<file path="src/rtl/deaccum_pkg.sv">
// deaccum_pkg: shared definitions for the de-accumulator block.
//   fifo_state_t : occupancy states of the 2-entry output buffer
//   N_DEF        : default data width (running sum / difference)
//   CW_DEF       : default accepted-sample counter width
package deaccum_pkg;

  typedef enum logic [1:0] {
    EMPTY = 2'd0,
    ONE   = 2'd1,
    TWO   = 2'd2
  } fifo_state_t;

  localparam int N_DEF  = 6;
  localparam int CW_DEF = 16;

endpackage

</file>
<file path="src/rtl/skid_fifo2.sv">
// skid_fifo2: 2-entry output buffer with valid/ready handshake on the read
// side. The FSM state is the occupancy, so full/valid come straight from a
// register and no combinational path runs from out_ready to the write side.
//   clk, rst_n  : clock, asynchronous active-low reset
//   clear       : synchronous flush (empties buffer, zeroes entries)
//   push, din   : write strobe and data (must not be asserted when full)
//   out_ready   : downstream accepts dout this cycle
//   out_valid   : dout holds the oldest buffered entry
//   dout        : oldest entry, forced to 0 when empty
//   full        : both entries occupied
module skid_fifo2
  import deaccum_pkg::*;
#(
  parameter int W = N_DEF
) (
  input  logic         clk,
  input  logic         rst_n,
  input  logic         clear,
  input  logic         push,
  input  logic [W-1:0] din,
  input  logic         out_ready,
  output logic         out_valid,
  output logic [W-1:0] dout,
  output logic         full
);

  fifo_state_t  state, state_nxt;
  logic [W-1:0] ent0;  // head (oldest)
  logic [W-1:0] ent1;  // second entry, only meaningful in TWO
  logic         pop;

  assign out_valid = (state != EMPTY);
  assign full      = (state == TWO);
  assign pop       = out_valid & out_ready;
  assign dout      = out_valid ? ent0 : '0;

  always_ff @(posedge clk or negedge rst_n) begin
    if (!rst_n) begin
      state <= EMPTY;
    end else begin
      state <= state_nxt;
    end
  end

  always_comb begin
    state_nxt = state;
    unique case (state)
      EMPTY: if (push) state_nxt = ONE;
      ONE: begin
        if (push && !pop)      state_nxt = TWO;
        else if (!push && pop) state_nxt = EMPTY;
      end
      TWO:   if (pop) state_nxt = ONE;
      default: state_nxt = EMPTY;
    endcase
    if (clear) state_nxt = EMPTY;
  end

  always_ff @(posedge clk or negedge rst_n) begin
    if (!rst_n) begin
      ent0 <= '0;
      ent1 <= '0;
    end else if (clear) begin
      ent0 <= '0;
      ent1 <= '0;
    end else begin
      unique case (state)
        EMPTY: if (push) ent0 <= din;
        ONE: begin
          if (push && pop) begin
            ent0 <= din;
          end else if (push) begin
            ent1 <= din;
          end else if (pop) begin
            ent0 <= '0;
          end
        end
        TWO: begin
          // Pushes are never offered in TWO; a pop shifts the queue forward.
          if (pop) begin
            ent0 <= ent1;
            ent1 <= '0;
          end
        end
        default: begin
          ent0 <= '0;
          ent1 <= '0;
        end
      endcase
    end
  end

endmodule

</file>
<file path="src/rtl/deaccum.sv">
// deaccum: inverts an accumulator stage. Each accepted running-sum sample
// produces Data - Prev (mod 2^n), then Prev takes Data. Prev starts at 0 so a
// stream from a zero-reset accumulator is reconstructed exactly, wrap included.
//   Clk, Resetn        : clock, asynchronous active-low reset
//   En                 : enable input acceptance (buffered output still drains)
//   Clear              : synchronous flush of Prev, buffer and Count
//   InValid/InReady    : input handshake, Data is the running sum
//   OutValid/OutReady  : output handshake, Q is the reconstructed increment
//   Count              : accepted samples since reset/Clear, saturating
module deaccum
  import deaccum_pkg::*;
#(
  parameter int n  = N_DEF,
  parameter int CW = CW_DEF
) (
  input  logic          Clk,
  input  logic          Resetn,
  input  logic          En,
  input  logic          Clear,
  input  logic          InValid,
  output logic          InReady,
  input  logic [n-1:0]  Data,
  output logic          OutValid,
  input  logic          OutReady,
  output logic [n-1:0]  Q,
  output logic [CW-1:0] Count
);

  function automatic logic [CW-1:0] sat_inc(input logic [CW-1:0] v);
    return (&v) ? v : v + {{(CW-1){1'b0}}, 1'b1};
  endfunction

  logic         armed;   // low during reset and until the first edge after it
  logic         full;
  logic         accept;
  logic [n-1:0] prev;
  logic [n-1:0] diff_p0;

  // Ready depends only on registered state plus En/Clear, never on OutReady.
  assign InReady = armed & En & ~Clear & ~full;
  assign accept  = InValid & InReady;
  assign diff_p0 = Data - prev;

  always_ff @(posedge Clk or negedge Resetn) begin
    if (!Resetn) begin
      armed <= 1'b0;
    end else begin
      armed <= 1'b1;
    end
  end

  always_ff @(posedge Clk or negedge Resetn) begin
    if (!Resetn) begin
      prev  <= '0;
      Count <= '0;
    end else if (Clear) begin
      prev  <= '0;
      Count <= '0;
    end else if (accept) begin
      prev  <= Data;
      Count <= sat_inc(Count);
    end
  end

  // stage boundary: difference registered into the output buffer
  skid_fifo2 #(
    .W(n)
  ) u_fifo (
    .clk       (Clk),
    .rst_n     (Resetn),
    .clear     (Clear),
    .push      (accept),
    .din       (diff_p0),
    .out_ready (OutReady),
    .out_valid (OutValid),
    .dout      (Q),
    .full      (full)
  );

endmodule

</file>
<file path="config.mk">
export PLATFORM = sky130hd
export DESIGN_NAME = deaccum
export DESIGN_NICKNAME = d
export VERILOG_FILES = /design/src/rtl/deaccum_pkg.sv /design/src/rtl/skid_fifo2.sv /design/src/rtl/deaccum.sv
export SDC_FILE = /design/constraint.sdc
export NUM_CORES = 1
export LEC_CHECK = 0
export ABC_AREA = 0
export BUFFER_PORTS_ARGS = -buffer_cell sky130_fd_sc_hd__buf_2
export CAP_MARGIN = 10
export CORE_MARGIN = 1.5
export CORE_UTILIZATION = 30
export CTS_CLUSTER_SIZE = 14
export DETAILED_ROUTE_END_ITERATION = 6
export PLACE_DENSITY = 0.48
export SYNTH_ARGS = -nofsm -noshare
export SYNTH_HDL_FRONTEND = slang
export SYNTH_SLANG_ARGS = --single-unit
</file>
<file path="constraint.sdc">
create_clock -name Clk -period 2.2 [get_ports Clk]
set_input_delay 0.22 -clock Clk [delete_from_list [all_inputs] [get_ports Clk]]
set_output_delay 0.22 -clock Clk [all_outputs]
set_load 0.02 [all_outputs]
</file>
=== After elaboration in Yosys (flattened, before gate mapping) ===
Cells that the tools add are included.

* Bits in registers: 37
* Output and inout port bits: 24
* Word-level logic and storage cells: 61

* $add $sub $neg: 2
* Equality and inequality tests: 11
* Muxes and demuxes: 22
* Bitwise gates (word level): 7
* Reduce and logical (&&, ||, !) cells: 13

{| class="wikitable"
|+ Operator list
! kind !! count
|-
| $mux W6 || 11
|-
| $mux W16 || 3
|-
| $pmux W6 S3 || 2
|-
| $add A16 B1 Y16 const B || 1
|-
| $reduce_and A16 Y1 || 1
|-
| $mux W2 || 5
|-
| $ne A3 B2 Y1 const B || 3
|-
| $ne A4 B2 Y1 const B || 2
|-
| $reduce_and A4 Y1 || 2
|-
| $pmux W2 S3 || 1
|-
| $sub A6 B6 Y6 || 1
|-
| $and A1 B1 Y1 || 5
|-
| $ne A2 B2 Y1 const B || 2
|-
| $ne A4 B4 Y1 const B || 1
|-
| $reduce_bool A2 Y1 || 2
|-
| $logic_and A1 B1 Y1 || 3
|-
| $ne A3 B3 Y1 const B || 1
|-
| $reduce_and A3 Y1 || 1
|-
| $eq A2 B1 Y1 const B || 1
|-
| $eq A2 B2 Y1 const B || 1
|-
| $logic_not A1 Y1 || 2
|-
| $logic_not A2 Y1 || 1
|-
| $not A1 Y1 || 2
|-
| $reduce_and A2 Y1 || 1
|}

=== Logic depth before layout (Yosys ltp) ===
* Depth in word-level cells: 10
* Depth in mapped cells: 11

=== By module ===
From an unflattened synthesis, not the netlist that was laid out.

* Cell total of the unflattened synthesis: 237
* Area total of the unflattened synthesis: 2247.2 um2

{| class="wikitable"
|+ Modules (own cells, without submodules)
! module !! instances !! cells an instance !! area an instance (um2)
|-
| deaccum || 1 || 155 || 1433.9
|-
| skid_fifo2 || 1 || 82 || 813.3
|}

=== Least setup slack after synthesis ===
OpenSTA, ideal clock, no wires.

* Path type: reg2reg
* Start: register u_fifo.state[1]
* End: register u_fifo.ent0[3]
* Data arrival time: 2.293 ns
* Slack: -0.230 ns
* Stages on the path, launching flop included: 11
* Clock period less this slack: 2.430 ns
* Path through: dfrtp_1 > buf_2 > nor2b_1 > buf_2 > nand2b_1 > nor2_1 > ha_1 > o211a_1 > o22ai_1 > clkbuf_1 > o21ai_0

* Cells in the longest elaborated chain, start to end: 8
* Elaborated cells on any way between the ends: 17

{| class="wikitable"
|+ Ends and longest elaborated chain
! element !! line !! text
|-
| start, declared || skid_fifo2.sv:27 || <nowiki>fifo_state_t state, state_nxt;</nowiki>
|-
| start signal, assigned || skid_fifo2.sv:41 || <nowiki>state <= state_nxt;</nowiki>
|-
| $eq A2 B2 Y1 || skid_fifo2.sv:33, skid_fifo2.sv:67 ||
|-
| $not A1 Y1 || deaccum.sv:40 || <nowiki>assign InReady = armed & En & ~Clear & ~full;</nowiki>
|-
| $and A1 B1 Y1 || deaccum.sv:40 ||
|-
| $and A1 B1 Y1 || deaccum.sv:41 || <nowiki>assign accept = InValid & InReady;</nowiki>
|-
| $logic_and A1 B1 Y1 || skid_fifo2.sv:70 || <nowiki>if (push && pop) begin</nowiki>
|-
| $mux W6 || skid_fifo2.sv:70 ||
|-
| $pmux W6 S3 || skid_fifo2.sv:67 || <nowiki>unique case (state)</nowiki>
|-
| $mux W6 || skid_fifo2.sv:63 || <nowiki>end else if (clear) begin</nowiki>
|-
| end signal, assigned || skid_fifo2.sv:68 || <nowiki>EMPTY: if (push) ent0 <= din;</nowiki>
|-
| end signal, assigned || skid_fifo2.sv:71 || <nowiki>ent0 <= din;</nowiki>
|-
| end signal, assigned || skid_fifo2.sv:81 || <nowiki>ent0 <= ent1;</nowiki>
|-
| end, declared || skid_fifo2.sv:28 || <nowiki>logic [W-1:0] ent0;</nowiki>
|}

Several ways; a longest one is shown, not always the timed one.
A chain may end at the register's enable or synchronous reset.

=== Final worst setup path ===
Ends and elaborated chain as after synthesis.

==> summary.md <==
| Metric | Value |
|---|---|
| Vias/cell | 4.72 |
| Syn avg cell area | approximately 9.2 um2 |
| First-pass GRT wire length | ~8500 um |
| Final worst path period share | 91.0% |
| RR Startpoint | u_fifo.state[1] |
| Pint | between 1 and 1.5 mW |
| Port-buffer cells | 35 |
| # setup viols final | 0 |
| CTS Buffer Depth | 2 |
| Initial Util | between 30% and 40% |
| Die Wd | around 89 um |
| Worst Hold Class | primary input to asynchronous set/reset pin |
| Core area | approximately 0.0072 mm2 |
| Worst-path clk slew | around 80 ps |
| Reg2reg path depth | 9 |
| DRT Wirelength | between 5000 and 6000 um |
| Clk_lat worst skew | 290 ps |
| Clock power frac | around a third |
| Antenna cell count | 0 |
| Final hold vios | 0 |
| Worst Setup EP | u_fifo.ent0[3] |
| Setup Skew | 11.0 ps |
| Grt total ovfl | 0 |
| Area leader, netlist | dfrtp_1 |
| Min cycle time layout | about 2000 ps |
| Switching part of the total | between 20 and 30% |
| Cell count after synthesis | between 200 and 250 |
| Final Max Slew Viols | 0 |
| Total track usage | ~14% |
| Gp weighted congestion | between 0.8 and 0.9 |
| Crit path DAT | 2230 ps |
| Number of DRC markers in iteration 0 | approximately 110 |
| Reg power frac | 50.9% |
| CTS sink cnt | 37 |
| Yosys reg bits | 37 |
| Setup WS post-layout | 198 ps |
| Initial DRT Pass Iterations | 4 |
| TritonCTS Buffers | 5 |
| Most frequent cells in the layout | dfrtp_1, buf_2, nand2_1 |
| DRC | 0 |
| Unique cell type count in the Yosys netlist | 50 |
| Die H | between 80 and 90 um |
| CP Capture Type | flop |
| Vias in the first global route | 1690 |
| Max Fanout on Critical Path | 4 |
| Final ANT Viol Nets | 0 |
| CP required | approximately 2400 ps |
| CTS Root Buffer Type | clkbuf_8 |
| Slew @ Worst Pin | approximately 870 ps |
| Logic pwr share | 15.8% |
| Critical path class | flop to flop |
| Slew headroom | between 40% and 50% |
| Max stage delay on crit path | approximately 390 ps |
| Max_cap viols | 0 |
| CTS tree | built |
| Synth-to-Final Area Change | 23.0% |
| RSZ-0062 raised after global routing | no |
| Crit path cell chain | nor2b_2, nand2b_4, nor2_2, ha_2, nor2b_1, or2_2, a211o_1, a31o_2, o21ai_1 |
| Maximum VDD drop | ~210 uV |
| Asr flop ratio synth | 100% |
| Status | finished clean |
| Post-DP HPWL | about 3700 um |
| R2r endpoint | u_fifo.ent0[3] |
| Routed WL per cell | between 10 and 15 um |
| # IOs | 36 |
| Hold_buf cts | 0 |
| Fmax | around 500 MHz |
| Top cells by area, synth | dfrtp_1, nand2_1, ha_1, xor2_1, nor2_1 |
| Vias | between 1.5k and 2k |
| Critical path origin | u_fifo.state[1] |
| Commonest non-fill, non-tap cell in the layout | dfrtp_1 |
| Synth Cell Area | 0.00222 mm2 |
| Share of layout cells above drive strength 1 | 26.4% |
| Hold WS | roughly 19 ps |
| Pin count of the biggest net entering global routing | 39 |
| Syn Nets | 263 |
| Psw | 0.401 mW |
| YS warnings | 0 |
| Die ar. | approximately 0.0079 mm2 |
| Main synth FF type | dfrtp_1 |
| CP startpoint kind | flop |
| Site Rows | 31 |
| Slowest-stage cell, CP | dfrtp_1 |
| Post-synth EDFFs | 0 |
| Initial antenna violation count | 0 |
| Synth top area share | between 40% and 50% |
| Final Power | 1.42 mW |
| Post-Place Setup Slack | 99.0 ps |
| Register area share after synthesis | a little over two fifths |
| Fin nets | between 300 and 400 |
| R2R Setup Slk | approximately 200 ps |
| Power density cells | about 520 mW/mm2 |
| Htree depth | 2 |
| Leakage | about 1.3 nW |
worst min-delay path by stage:
| stage | endpoint | slack [ps] | start | depth (start not counted) |
|---|---|---|---|---|
| 3_3_place_gp | u_fifo.ent0[0] | 400 | Resetn | 1 |
| 4_1_cts | u_fifo.ent0[2] | 70 | Resetn | 1 |
| 6_report | u_fifo.ent0[0] | 20 | Resetn | 1 |
| 5_1_grt | u_fifo.ent0[2] | 110 | Resetn | 1 |
| 2_1_floorplan | Count[0] | -80 | Resetn | 0 |
| 3_5_place_dp | u_fifo.ent0[2] | 390 | Resetn | 1 |
cell usage after synthesis (2+ instances only):
master	n
xor2_1	11
a22o_1	6
a22oi_1	4
mux2i_1	2
and3_1	2
ha_1	8
a21oi_1	15
nor3_1	4
clkbuf_1	5
o211ai_1	3
nand4_1	6
o21bai_1	2
nor4_1	4
nor2b_1	11
o31ai_1	4
a21o_1	4
nand2b_1	3
dfrtp_1	37
nand3_1	4
xnor2_1	5
nor2_1	25
inv_1	13
nor4b_1	2
buf_2	3
nand2_1	29
o21ai_0	6
power groups by stage:
| stage | combinational, mW | clock, mW | sequential [mW] |
|---|---|---|---|
| after floorplan | 0.133 | 0 | 0.737 |
| after global placement | 0.227 | 0 | 0.734 |
| after detailed placement | 0.227 | 0 | 0.735 |
| after CTS | 0.228 | 0.493 | 0.721 |
| after global routing | 0.256 | 0.520 | 0.725 |
| final | 0.224 | 0.471 | 0.721 |
kinds of logic after synthesis:
kind of cell	Yosys count	share of synthesized area, %
other	1	0.169
AOI/OAI and AO/OA	56	18.2
muxes	2	0.903
and+or+nand+nor	99	22.9
xor gates and xnor gates	16	6.32
DFF	37	41.8
adders and majority gates	9	5.42
buffers and inverters	22	4.23
sequential cells by signal, summed over array words and instances, names as in the netlist:
register / count
Count: 16
armed: 1
prev: 6
u_fifo.ent0: 6
u_fifo.ent1: 6
u_fifo.state: 2
area by class of cell:
type	instances	area (um2)
multi-input cells	183	1220
clock inverters	3	17.5
clock buffers	5	68.8
inverters	13	48.8
flip-flops and latches	37	927
well taps	99	124
repair buffers	51	320
fillers	792	4490
metal layers:
metal  track usage, %  vias up  part of all wire [%]  wire (um)
met2             21.2       33                    45       2270
met4             4.62        0                   1.6         79
met1             20.3      853                    50       2550
met5                0        -                     0          0
li1                 -      953                     -          -
met3             2.22        8                   3.4        174
per-stage QoR:
step	TNS, ps	utilization (%)	cells	instance area (um2)
2_1_floorplan	-128	-	242	2230
3_3_place_gp	0	36.4	382	2620
3_5_place_dp	0	36.4	382	2620
4_1_cts	0	37.6	390	2710
5_1_grt	0	37.8	391	2730
6_report	0	37.8	391	2730
worst max-delay path, delay by kind of cell (launching register included):
| kind | cells | cell delay [ps] |
|---|---|---|
| adder cells (fa/ha/maj) | 1 | 230 |
| flip-flops | 1 | 390 |
| AO/OA/AOI/OAI | 3 | 570 |
| AND/OR/NAND/NOR | 5 | 740 |
what timing repair did:
item | 4_1_cts | 5_1_grt
resized for setup | 0 | 5
hold endpoints to repair | 0 | 0
endpoints found under the setup margin | 0 | 1
setup buffers | 0 | 1
(Power assumes the default switching activity.)
